**src/rtl/rram_train_seq.sv**
```systemverilog
// Sequencer for a 3-layer RRAM training array. Samples are buffered in a 2-entry
// FIFO, then driven through forward, back-propagation and weight-set phases.
module rram_train_seq #(
  parameter int SETTLE   = 8,
  parameter int BACK_LEN = 16,
  parameter int SET_LEN  = 4
) (
  input  logic        clk,
  input  logic        rst_n,
  input  logic        s_valid,
  output logic        s_ready,
  input  logic [3:0]  s_data,
  input  logic [2:0]  s_label,
  input  logic        train_en,
  output logic [11:0] dwl,
  output logic [11:0] dsl,
  output logic [11:0] dbl,
  output logic        dset,
  output logic        dback,
  output logic [2:0]  dlabel,
  output logic        busy,
  output logic        done,
  output logic [7:0]  sample_cnt
);

  localparam logic [7:0] SETTLE_M1 = 8'(SETTLE - 1);
  localparam logic [7:0] BACK_M1   = 8'(BACK_LEN - 1);
  localparam logic [7:0] SET_M1    = 8'(SET_LEN - 1);

  typedef enum logic [2:0] {IDLE, FWD1, FWD2, FWD3, BACK, SET, DONE} state_t;

  state_t     state;
  logic [7:0] cnt;
  logic       train_q;

  logic [7:0] fifo_mem [2];
  logic       wr_ptr;
  logic       rd_ptr;
  logic [1:0] fifo_cnt;
  logic [1:0] fifo_cnt_nxt;
  logic       push;
  logic       pop;
  logic [7:0] head;

  assign push = s_valid & s_ready;
  assign pop  = (state == IDLE) && (fifo_cnt != 2'd0);
  assign head = fifo_mem[rd_ptr];

  always_comb begin
    fifo_cnt_nxt = fifo_cnt;
    case ({push, pop})
      2'b10:   fifo_cnt_nxt = fifo_cnt + 2'd1;
      2'b01:   fifo_cnt_nxt = fifo_cnt - 2'd1;
      default: fifo_cnt_nxt = fifo_cnt;
    endcase
  end

  // Entry layout: {train_en, label[2:0], data[3:0]}; storage needs no reset.
  always_ff @(posedge clk) begin
    if (push) fifo_mem[wr_ptr] <= {train_en, s_label, s_data};
  end

  always_ff @(posedge clk) begin
    if (!rst_n) begin
      wr_ptr   <= 1'b0;
      rd_ptr   <= 1'b0;
      fifo_cnt <= 2'd0;
      s_ready  <= 1'b0;
    end else begin
      if (push) wr_ptr <= ~wr_ptr;
      if (pop)  rd_ptr <= ~rd_ptr;
      fifo_cnt <= fifo_cnt_nxt;
      s_ready  <= (fifo_cnt_nxt != 2'd2);
    end
  end

  // Array drive patterns are loaded only on the edge that enters a state.
  always_ff @(posedge clk) begin
    if (!rst_n) begin
      state      <= IDLE;
      cnt        <= 8'd0;
      train_q    <= 1'b0;
      dwl        <= 12'h000;
      dsl        <= 12'h000;
      dbl        <= 12'h000;
      dset       <= 1'b0;
      dback      <= 1'b0;
      dlabel     <= 3'b000;
      busy       <= 1'b0;
      done       <= 1'b0;
      sample_cnt <= 8'd0;
    end else begin
      case (state)
        IDLE: begin
          if (pop) begin
            state   <= FWD1;
            cnt     <= SETTLE_M1;
            train_q <= head[7];
            dlabel  <= head[6:4];
            dwl     <= 12'hF00;
            dsl     <= {head[3:0], 8'h00};
            dbl     <= 12'h000;
            busy    <= 1'b1;
          end
        end
        FWD1: begin
          if (cnt == 8'd0) begin
            state <= FWD2;
            cnt   <= SETTLE_M1;
            dwl   <= 12'h0F0;
            dsl   <= 12'h0F0;
          end else begin
            cnt <= cnt - 8'd1;
          end
        end
        FWD2: begin
          if (cnt == 8'd0) begin
            state <= FWD3;
            cnt   <= SETTLE_M1;
            dwl   <= 12'h00F;
            dsl   <= 12'h00F;
          end else begin
            cnt <= cnt - 8'd1;
          end
        end
        FWD3: begin
          if (cnt == 8'd0) begin
            dsl <= 12'h000;
            if (train_q) begin
              state <= BACK;
              cnt   <= BACK_M1;
              dwl   <= 12'hFFF;
              dback <= 1'b1;
            end else begin
              state      <= DONE;
              dwl        <= 12'h000;
              done       <= 1'b1;
              sample_cnt <= sample_cnt + 8'd1;
            end
          end else begin
            cnt <= cnt - 8'd1;
          end
        end
        BACK: begin
          if (cnt == 8'd0) begin
            state <= SET;
            cnt   <= SET_M1;
            dback <= 1'b0;
            dset  <= 1'b1;
            dbl   <= 12'hFFF;
          end else begin
            cnt <= cnt - 8'd1;
          end
        end
        SET: begin
          if (cnt == 8'd0) begin
            state      <= DONE;
            dset       <= 1'b0;
            dwl        <= 12'h000;
            dbl        <= 12'h000;
            done       <= 1'b1;
            sample_cnt <= sample_cnt + 8'd1;
          end else begin
            cnt <= cnt - 8'd1;
          end
        end
        DONE: begin
          state  <= IDLE;
          done   <= 1'b0;
          busy   <= 1'b0;
          dlabel <= 3'b000;
        end
        default: begin
          state <= IDLE;
          busy  <= 1'b0;
          done  <= 1'b0;
        end
      endcase
    end
  end

endmodule

```
**config.mk**
```make
export PLATFORM = sky130hd
export DESIGN_NAME = rram_train_seq
export DESIGN_NICKNAME = d
export VERILOG_FILES = /design/src/rtl/rram_train_seq.sv
export SDC_FILE = /design/constraint.sdc
export NUM_CORES = 1
export LEC_CHECK = 0
export CAP_MARGIN = 20
export CORE_ASPECT_RATIO = 1.4
export CORE_MARGIN = 2
export CORE_UTILIZATION = 43
export DETAILED_ROUTE_END_ITERATION = 7
export GPL_TIMING_DRIVEN = 0
export PLACE_DENSITY = 0.71
export SYNTH_ARGS = -nofsm -noshare
export SYNTH_HDL_FRONTEND = slang
export SYNTH_SLANG_ARGS = --single-unit
```
**constraint.sdc**
```tcl
create_clock -name clk -period 6.1 [get_ports clk]
set_input_delay 1.83 -clock clk [delete_from_list [all_inputs] [get_ports clk]]
set_output_delay 1.83 -clock clk [all_outputs]
set_load 0.005 [all_outputs]
```
Word-level counts from Yosys, hierarchy flattened
Memory sizes are Yosys's and may differ from the RTL's. A register that Yosys moved wholly into a read port is not among the register bits.
Index checks and enable logic that the tools add are counted.
- reduce and logical (&&, ||, !) cells: 27
- add/subtract/negate cells: 4
- bitwise operators: 5
- equality and inequality tests: 19
- mux-type cells: 49
- operators by type and width (kind ; count):
    two-way mux 12 bit ; 9
    two-way mux 8 bit ; 9
    case mux 12 bit (5 select lines) ; 1
    case mux 12 bit (4 select lines) ; 1
    case mux 8 bit (5 select lines) ; 1
    case mux 12 bit (3 select lines) ; 1
    two-way mux 3 bit ; 7
    != test 2 bit, second input constant ; 10
    AND reduction 4 bit ; 5
    case mux 3 bit (6 select lines) ; 1
    case mux 8 bit (2 select lines) ; 1
    AND reduction 6 bit ; 2
    two-way mux 1 bit ; 11
    nonzero test 2 bit ; 5
    nonzero test 5 bit ; 2
    equality test 3 bit, second input constant ; 3
    adder 8 x 1 -> 8 bit, second input constant ; 1
    logical NOT 8 bit ; 1
    subtractor 8 x 1 -> 8 bit, second input constant ; 1
    equality test 3 x 2 -> 1 bit, second input constant ; 2
    case mux 1 bit (2 select lines) ; 3
    case mux 3 bit (2 select lines) ; 1
    AND reduction 2 bit ; 3
    AND reduction 5 bit ; 1
    other kinds (19) ; 22
- bits of input ports: 11
- bits in writable memories: 16
- memories: 1
- bits in registers: 68
- memories (memory ; words ; bits a word ; rd ports ; clocked after memory_dff ; write ports ; RTL line ; text):
    fifo_mem ; 2 ; 8 ; 1 ; 1 ; 1 ; 36 ; logic [7:0] fifo_mem [2];

Longest topological paths before layout
Gate-level depths: netlist of run 1.
- depth in word-level cells: 5
- gate-level depth with buffers: 8
- depth with buffers taken out: 7

Worst setup path before layout of run 1
Ideal clock, no wire load.
- kind: input-to-reg
- start point: input rst_n
- end point: register cnt[3]
- cell stages on the path: 3
- data arrival time: 2.725 ns
- library setup time: 0.074 ns
- path slack: 3.301 ns
- path through: clkinv_1 > or4_2 > o21ai_0
- RTL lines (item ; RTL line ; text):
    start, declared ; 9 ; input logic rst_n,
    end signal, assigned ; 113 ; cnt <= cnt - 8'd1;
    end signal, assigned ; 123 ; cnt <= cnt - 8'd1;
    end signal, assigned ; 141 ; cnt <= cnt - 8'd1;
    end, declared ; 33 ; logic [7:0] cnt;

==> impl_metrics.env, run 1 <==
export IMPL_synth_edf_count=16
export IMPL_grt_pass1_vias=2230
export IMPL_netlist_area_um2=2783
export IMPL_worstPathMaxFanout=13
export IMPL_fin_crit_ns=3.407
export IMPL_hp_class="reg -> reg"
export IMPL_clk_pin_slew_ns=0.07
export IMPL_hpwl_um=4643
export IMPL_final_nets=380
export IMPL_ios=63
export IMPL_yosysSeqAreaShare=0.4820
export IMPL_cts_buffers=9
export IMPL_area_delta_synth_final_pct=35.03
export IMPL_layout_commonest_cell="clkdlybuf4s50_1"
export IMPL_grt_max_degree=14
export IMPL_worstSetupPathType="reg -> out"
export IMPL_critPathArrivalTime_ns=1.58
export IMPL_core_area_um2=6254
export IMPL_grt_pass1_wl_um=10380
export IMPL_clk_latency_ns=0.33
export IMPL_htree_levels=3
export IMPL_syn_inst=292
export IMPL_skew_ns=0.007569
export IMPL_viasPerCell=5.321
export IMPL_antenna_left=0
export IMPL_finalHoldViolCount=0
export IMPL_yosys_most_used_dff="dfxtp_1"
export IMPL_drc=0
export IMPL_fin_total_pwr_mw=1.716
export IMPL_dieWidth_um=71.99
export IMPL_leakagePower_nw=1.400
export IMPL_timing_fmax_ghz=0.2935
export IMPL_worstSetupStartpointType="register"
export IMPL_rsz0062_at_grt="no"
export IMPL_synthArstFlopShare=0
export IMPL_cp_required_ns=4.27
export IMPL_postCtsSetupRepairBufs=0
export IMPL_drt_wl_total_um=6267
export IMPL_worstSetupEndpointType="output pin"
export IMPL_fin_tns_setup_ns=0
export IMPL_timing_final_crit_share=0.5585
export IMPL_rows=34
export IMPL_clockBufferDepth=2
export IMPL_setup_viol=0
export IMPL_status="completed"
export IMPL_layout_common_cells="clkdlybuf4s50_1, dfxtp_1, nor2_1"
export IMPL_globalRoute_totalOverflow=0
export IMPL_gp_congestion=0.9135
export IMPL_start_util=0.4450
export IMPL_vias=2352
export IMPL_die_area_um2=7140
export IMPL_vdd_ir_drop_max_v=0.0002666
export IMPL_yosysWarnings=0
export IMPL_routedWlPerCell_um=14.18
export IMPL_power_density_nw_per_um2=456.8
export IMPL_die_y_um=99.19
export IMPL_antenna_cells=0
export IMPL_slew_violations=0
export IMPL_avgSynthCellArea_um2=9.530
export IMPL_drive_above_1_share=0.1405
export IMPL_cts_tree="built"
export IMPL_cts_resized=0
export IMPL_tightest_slew_ns=0.8361
export IMPL_grt_usage=0.1848
export IMPL_portBuffers=62
export IMPL_holdBufCountCts=0
export IMPL_synth_distinct_cells=55
export IMPL_drt_iter0_drc=113
export IMPL_holdPathStages=1
export IMPL_cap_viol_max_count=0
export IMPL_reg2reg_depth=8
export IMPL_slew_headroom=0.4414
export IMPL_synthesis_nets=307
export IMPL_ys_ff_latch=59
export IMPL_firstDrtPassIters=4
export IMPL_antenna_found_initial=0
export IMPL_root_buffer="clkbuf_8"
export IMPL_clock_sinks=59
-- through the flow --
| stage | cells | utilization | cell area [um2] | worst slack (ns) | hold WS [ns] |
|---|---|---|---|---|---|
| after floorplan | 292 | - | 2783 | 3.301 | 0.4512 |
| after global placement | 426 | 0.5586 | 3493 | 2.705 | 0.4502 |
| after detailed placement | 426 | 0.5586 | 3493 | 2.698 | 0.4522 |
| after CTS | 442 | 0.6008 | 3757 | 2.650 | 0.4735 |
| after global routing | 442 | 0.6008 | 3757 | 2.610 | 0.4888 |
| final | 442 | 0.6008 | 3757 | 2.693 | 0.4671 |
-- worst paths after layout --
| kind | startpoint | end | slack (ns) |
|---|---|---|---|
| worst min-delay path | dsl[9] | dsl[9] | 0.47 |
| worst min register to register | dsl[9] | dsl[9] | 0.47 |
| worst max register to register | cnt[0] | cnt[5] | 3.48 |
| worst max-delay path | dbl[10] | dbl[2] | 2.69 |
-- cell usage after synthesis (2+ instances only) --
| cell type | number | share of area |
|---|---|---|
| mux2i_1 | 6 | 0.022 |
| nand2_1 | 17 | 0.023 |
| a221oi_1 | 2 | 0.0063 |
| nand3b_1 | 2 | 0.0054 |
| clkbuf_1 | 11 | 0.015 |
| and3_1 | 3 | 0.0067 |
| nor2_1 | 36 | 0.049 |
| inv_1 | 8 | 0.011 |
| a31oi_1 | 3 | 0.0067 |
| edfxtp_1 | 16 | 0.17 |
| or3_1 | 4 | 0.0090 |
| nor4_1 | 3 | 0.0067 |
| o221ai_1 | 2 | 0.0063 |
| o31ai_1 | 4 | 0.011 |
| nand2b_1 | 3 | 0.0067 |
| a21o_1 | 3 | 0.0081 |
| a311oi_1 | 2 | 0.0063 |
| nand3_1 | 6 | 0.011 |
| mux2_2 | 3 | 0.012 |
| ha_1 | 4 | 0.018 |
| and2_1 | 2 | 0.0045 |
| o2bb2ai_1 | 4 | 0.013 |
| nor2b_1 | 2 | 0.0045 |
| a21oi_1 | 20 | 0.036 |
| a211oi_1 | 2 | 0.0054 |
| buf_4 | 26 | 0.070 |
| xor2_1 | 5 | 0.016 |
| nor4b_1 | 2 | 0.0063 |
| nand4_1 | 2 | 0.0045 |
| a22oi_1 | 2 | 0.0054 |
| xnor2_1 | 4 | 0.013 |
| dfxtp_1 | 43 | 0.31 |
| nor3_1 | 7 | 0.013 |
| o21ai_0 | 12 | 0.022 |
-- logic make-up (layout without fill, tap and decap cells) --
group,after synthesis,after routing,synth area share
mux,9,9,0.03372
flops,59,59,0.4820
simple gates,96,96,0.1713
buf+inv,49,127,0.1030
xor+xnor,9,9,0.02833
fa+ha+maj,4,4,0.01799
compound gates,66,66,0.1637
-- layer usage --
layer	GRT usage	part of all wire	up-vias
met5	0	0	-
met4	0.08128	0.014	0
met3	0.04255	0.044	8
met2	0.3283	0.54	68
met1	0.2075	0.40	1103
li1	-	-	1173
-- critical path, stage by stage, from the launching register on --
cell	delay (ns)
dfxtp_1	0.56
buf_4	0.18
clkdlybuf4s50_1	0.50
-- power by group --
group          switching (mW)  internal [mW]  total, mW  leakage [nW]
combinational           0.377          0.323      0.700         0.775
sequential             0.0636          0.483      0.546         0.497
clock                   0.159          0.312      0.471         0.127
-- layout make-up --
class                      instances  area [um2]
fill                             536        2496
sequential                        59        1341
multi-input combinational        184        1155
timing repair buffer              62       620.6
buffer                            40       252.7
clock inverter                     7       140.1
clock buffer                       9       123.9
tap                               72       90.09
inverter                           9       33.78
-- state kept, by name, indices dropped and copies added, names as in the netlist, 2 cells and up, named ones only --
signal      count
fifo_mem       16
cnt             8
sample_cnt      8
dsl             6
dlabel          3
dwl             3
state           3
fifo_cnt        2
Power figures use the tool's default switching activity.
==> inputs of run 2 (changes only) <==
--- a/config.mk
+++ b/config.mk
@@ -11,7 +11,7 @@
 export CORE_UTILIZATION = 43
 export DETAILED_ROUTE_END_ITERATION = 7
 export GPL_TIMING_DRIVEN = 0
-export PLACE_DENSITY = 0.71
+export PLACE_DENSITY = 0.74
 export SYNTH_ARGS = -nofsm -noshare
 export SYNTH_HDL_FRONTEND = slang
 export SYNTH_SLANG_ARGS = --single-unit
==> constraint.sdc (replaced) <==
create_clock -name clk -period 2.8 [get_ports clk]
set_input_delay 0.84 -clock clk [delete_from_list [all_inputs] [get_ports clk]]
set_output_delay 0.84 -clock clk [all_outputs]
set_load 0.005 [all_outputs]
==> impl_metrics.env, run 2 (same netlist as run 1, synthesis figures left out) <==
export IMPL_drt_iter0_drc=130
export IMPL_tightest_slew_ns=0.8311
export IMPL_status="completed"
export IMPL_largestRegisters="fifo_mem (16), cnt (8), sample_cnt (8)"
export IMPL_timing_final_crit_share=0.9287
export IMPL_slew_violations=0
export IMPL_dieWidth_um=71.99
export IMPL_cp_top_family="simple AND/OR/NAND/NOR gates"
export IMPL_setup_viol=0
export IMPL_die_y_um=99.19
export IMPL_grt_usage=0.1798
export IMPL_skew_ns=0.009551
export IMPL_root_buffer="clkbuf_8"
export IMPL_antenna_cells=0
export IMPL_layout_common_cells="clkdlybuf4s50_1, dfxtp_1, nor2_1"
export IMPL_timing_reg2reg_setup_slack_ns=0.20
export IMPL_slew_headroom=0.4417
export IMPL_final_nets=380
export IMPL_drt_wl_total_um=6054
export IMPL_drc=0
export IMPL_clk_latency_ns=0.34
export IMPL_antenna_found_initial=0
export IMPL_fillers=545
export IMPL_viasPerCell=5.317
export IMPL_cap_viol_max_count=0
export IMPL_cp_cell_sequence="inv_1, ha_1, or4b_1, buf_2, a2111oi_4, nand3b_1, nor2_1, a221oi_1"
export IMPL_power_density_nw_per_um2=910.7
export IMPL_largest_reg_flops=16
export IMPL_grt_max_degree=14
export IMPL_worstSetupPathType="reg -> reg"
export IMPL_htree_levels=3
export IMPL_clock_sinks=59
export IMPL_rows=34
export IMPL_rsz0062_at_grt="no"
export IMPL_cts_buffers=9
export IMPL_fin_crit_ns=2.600
export IMPL_vdd_ir_drop_max_v=0.0005365
export IMPL_antenna_left=0
export IMPL_dpl_cell_area_um2=3493
export IMPL_holdPathStages=1
export IMPL_grt_pass1_vias=2218
export IMPL_slowest_stage="a2111oi_4"
export IMPL_reg2reg_depth=8
export IMPL_globalRoute_totalOverflow=0
export IMPL_cp_required_ns=3.04
export IMPL_worstPathMaxFanout=10
export IMPL_die_area_um2=7140
export IMPL_area_delta_synth_final_pct=31.52
export IMPL_r2r_end="cnt[1]"
export IMPL_timing_fmax_ghz=0.3846
export IMPL_start_util=0.4450
export IMPL_gp_congestion=0.9100
export IMPL_cts_tree="built"
export IMPL_critPathArrivalTime_ns=2.84
export IMPL_worstSetupEndpointType="register"
export IMPL_crit_buf_inv=2
export IMPL_hold_ws_ns=0.4682
export IMPL_core_area_um2=6254
export IMPL_portBuffers=62
export IMPL_firstDrtPassIters=4
export IMPL_hpwl_um=4515
export IMPL_whs_endpoint="dsl[11]"
export IMPL_drive_above_1_share=0.1432
export IMPL_leakagePower_nw=1.359
export IMPL_clk_pin_slew_ns=0.06
export IMPL_ios=63
export IMPL_finalHoldViolCount=0
export IMPL_critical_path_max_stage_delay_ns=0.56
export IMPL_grt_pass1_wl_um=10020
export IMPL_layout_commonest_cell="clkdlybuf4s50_1"
export IMPL_clockBufferDepth=2
export IMPL_routedWlPerCell_um=13.70
export IMPL_timing_rr_start="cnt[0]"
export IMPL_cp_depth=8
export IMPL_vias=2350
export IMPL_worstSetupStartpointType="register"
export IMPL_holdBufCountCts=0
export IMPL_fin_tns_setup_ns=0
export IMPL_startpoint="cnt[0]"
export IMPL_top_register="fifo_mem"
export IMPL_hp_start="dsl[11]"
export IMPL_hp_class="reg -> reg"
export IMPL_final_area_um2=3660
[run 2: repair_timing]
action | 4_1_cts | 5_1_grt
setup buffers | 0 | 0
gates resized for setup | 0 | 1
endpoints found under the setup margin | 0 | 1
[run 2: report_power, final]
part           internal [mW]  switching, mW  leakage, nW  total [mW]
clock                  0.312          0.328       0.0856       0.640
sequential              1.05          0.134        0.497        1.19
combinational          0.705          0.801        0.776        1.51
total                   2.07           1.26         1.36        3.33
[run 2: worst max path at each step]
stage                    endpoint
floorplan           sample_cnt[7]
global placement           cnt[6]
detailed placement         cnt[1]
CTS                        cnt[1]
global route               cnt[1]
finish                     cnt[1]
[run 2: worst register-to-register path, cell delays in order (launching register included)]
cell and delay, ns:
dfxtp_1 0.34, inv_1 0.09, ha_1 0.17, or4b_1 0.45, buf_2 0.18, a2111oi_4 0.56, nand3b_1 0.33, nor2_1 0.13
a221oi_1 0.26
[run 2: cell type report]
class	count	area (um2)	share of cell area
timing repair buffer	62	620.6	0.1696
buffer	40	252.7	0.06906
tap	72	90.09	0.02462
inverter	9	33.78	0.009231
sequential	59	1341	0.3665
clock buffer	10	127.6	0.03487
clock inverter	6	32.53	0.008889
multi-input combinational	184	1161	0.3173
[run 2: layer usage]
metal,vias up,part of all wire,GRT usage
li1,1173,-,-
met1,1111,0.39,0.1893
met2,58,0.55,0.3333
met3,8,0.044,0.05674
met4,0,0.015,0.05660
met5,-,0,0
[run 2: through the flow]
stage                 util  std cells  worst slack, ns  power, mW
floorplan                -        292           0.5913      2.192
global placement    0.5586        426           0.2217      2.668
detailed placement  0.5586        426           0.2089      2.700
CTS                 0.5842        442           0.1940      3.347
global route        0.5852        442         0.003715      3.587
finish              0.5852        442           0.1997      3.333
==> inputs of run 3 (changes only) <==
--- a/config.mk
+++ b/config.mk
@@ -10,8 +10,7 @@
 export CORE_MARGIN = 2
 export CORE_UTILIZATION = 43
 export DETAILED_ROUTE_END_ITERATION = 7
-export GPL_TIMING_DRIVEN = 0
-export PLACE_DENSITY = 0.74
+export PLACE_DENSITY = 0.71
 export SYNTH_ARGS = -nofsm -noshare
 export SYNTH_HDL_FRONTEND = slang
 export SYNTH_SLANG_ARGS = --single-unit
==> constraint.sdc (replaced) <==
create_clock -name clk -period 2.9 [get_ports clk]
set_input_delay 0.87 -clock clk [delete_from_list [all_inputs] [get_ports clk]]
set_output_delay 0.87 -clock clk [all_outputs]
set_load 0.005 [all_outputs]
==> impl_metrics.env, run 3 (same netlist as run 1, synthesis figures left out) <==
export IMPL_rsz0062_at_grt="no"
export IMPL_largest_reg_flops=16
export IMPL_fin_tns_setup_ns=0
export IMPL_dpl_cell_area_um2=3329
export IMPL_crit_buf_inv=2
export IMPL_vias=2253
export IMPL_fin_total_pwr_mw=3.281
export IMPL_holdBufCountCts=0
export IMPL_gp_congestion=0.8483
export IMPL_slew_violations=0
export IMPL_cap_viol_max_count=0
export IMPL_slowest_stage="or4b_1"
export IMPL_drc=0
export IMPL_portBuffers=62
export IMPL_timing_reg2reg_setup_slack_ns=0.46
export IMPL_hold_ws_ns=0.4643
export IMPL_drt_wl_total_um=6032
export IMPL_core_area_um2=6254
export IMPL_drive_above_1_share=0.1056
export IMPL_worstSetupEndpointType="register"
export IMPL_skew_ns=0.006624
export IMPL_htree_levels=3
export IMPL_cp_cell_sequence="inv_1, ha_1, or4b_1, a2111oi_4, buf_4, nand3_2, or3_1, a21oi_1"
export IMPL_setup_viol=0
export IMPL_hpwl_um=4214
export IMPL_grt_pass1_vias=2127
export IMPL_viasPerCell=5.455
export IMPL_post_layout_nonfiller_instances=413
export IMPL_place_ws_ns=0.5202
export IMPL_top_register="fifo_mem"
export IMPL_worstSetupStartpointType="register"
export IMPL_vdd_ir_drop_max_v=0.0006315
export IMPL_area_delta_synth_final_pct=26.21
export IMPL_final_area_um2=3512
export IMPL_worstPathMaxFanout=7
export IMPL_worstSetupPathType="reg -> reg"
export IMPL_fin_util=0.5616
export IMPL_power_density_nw_per_um2=934.3
export IMPL_timing_fmax_ghz=0.4104
export IMPL_die_y_um=99.19
export IMPL_final_nets=351
export IMPL_firstDrtPassIters=4
export IMPL_cp_required_ns=3.17
export IMPL_tightest_slew_ns=0.8120
export IMPL_cp_top_family="simple AND/OR/NAND/NOR gates"
export IMPL_rows=34
export IMPL_postCtsSetupRepairBufs=0
export IMPL_cts_tree="built"
export IMPL_finalHoldViolCount=0
export IMPL_antenna_found_initial=0
export IMPL_largestRegisters="fifo_mem (16), cnt (8), sample_cnt (8)"
export IMPL_timing_final_crit_share=0.8403
export IMPL_routedWlPerCell_um=14.61
export IMPL_die_area_um2=7140
export IMPL_globalRoute_totalOverflow=0
export IMPL_grt_pass1_wl_um=10190
export IMPL_leakagePower_nw=1.266
export IMPL_status="completed"
export IMPL_fin_crit_ns=2.437
export IMPL_cts_resized=0
export IMPL_critPathArrivalTime_ns=2.70
export IMPL_antenna_cells=0
export IMPL_slew_headroom=0.4575
export IMPL_dieWidth_um=71.99
export IMPL_clockBufferDepth=2
export IMPL_antenna_left=0
export IMPL_grt_max_degree=34
export IMPL_root_buffer="clkbuf_8"
export IMPL_cts_buffers=9
export IMPL_layout_commonest_cell="clkdlybuf4s50_1"
export IMPL_dpl_cell_count=397
export IMPL_clock_sinks=59
export IMPL_layout_common_cells="clkdlybuf4s50_1, dfxtp_1, nor2_1"
export IMPL_hp_class="reg -> reg"
export IMPL_ios=63
export IMPL_clk_latency_ns=0.34
export IMPL_grt_usage=0.1831
export IMPL_start_util=0.4450
export IMPL_critical_path_max_stage_delay_ns=0.58
export IMPL_drt_iter0_drc=244
export IMPL_setup_ws_ns=0.4633
export IMPL_clk_pin_slew_ns=0.07
[run 3: path summary, 6_finish.rpt]
kind               start            end  cells after the start
setup / recovery  cnt[0]  sample_cnt[5]                      8
hold / removal    dsl[8]         dsl[8]                      1
hold reg to reg   dsl[8]         dsl[8]                      1
setup reg to reg  cnt[0]  sample_cnt[5]                      8
[run 3: area by class of cell]
class | instances | area, um2
clock buffer | 9 | 123.9
sequential | 59 | 1341
clock inverter | 7 | 58.81
timing repair buffer | 73 | 703.2
multi-input combinational | 184 | 1161
fill | 543 | 2741
tap | 72 | 90.09
inverter | 9 | 33.78
[run 3: worst register-to-register path: cells and delay by family, from the launching register on]
kind            cells  cell delay (ns)
compound gates      2             0.51
fa+ha+maj           1             0.16
buf+inv             2             0.33
flops               1             0.34
simple gates        3             1.01
[run 3: layer usage]
layer  part of all wire  vias to the layer above  wire length, um  global-route usage
met2               0.51                       59             3091              0.3034
met5                  0                        -                0                   0
met1               0.41                     1062             2502              0.2113
met3              0.046                       19              276             0.05775
met4              0.027                        0              161             0.08999
li1                   -                     1113                -                   -
[run 3: where the power goes]
group | switching, mW | leakage [nW] | internal, mW | total (mW)
Combinational | 0.757 | 0.669 | 0.657 | 1.41
Clock | 0.315 | 0.100 | 0.385 | 0.701
Sequential | 0.151 | 0.497 | 1.02 | 1.17
Total | 1.22 | 1.27 | 2.06 | 3.28
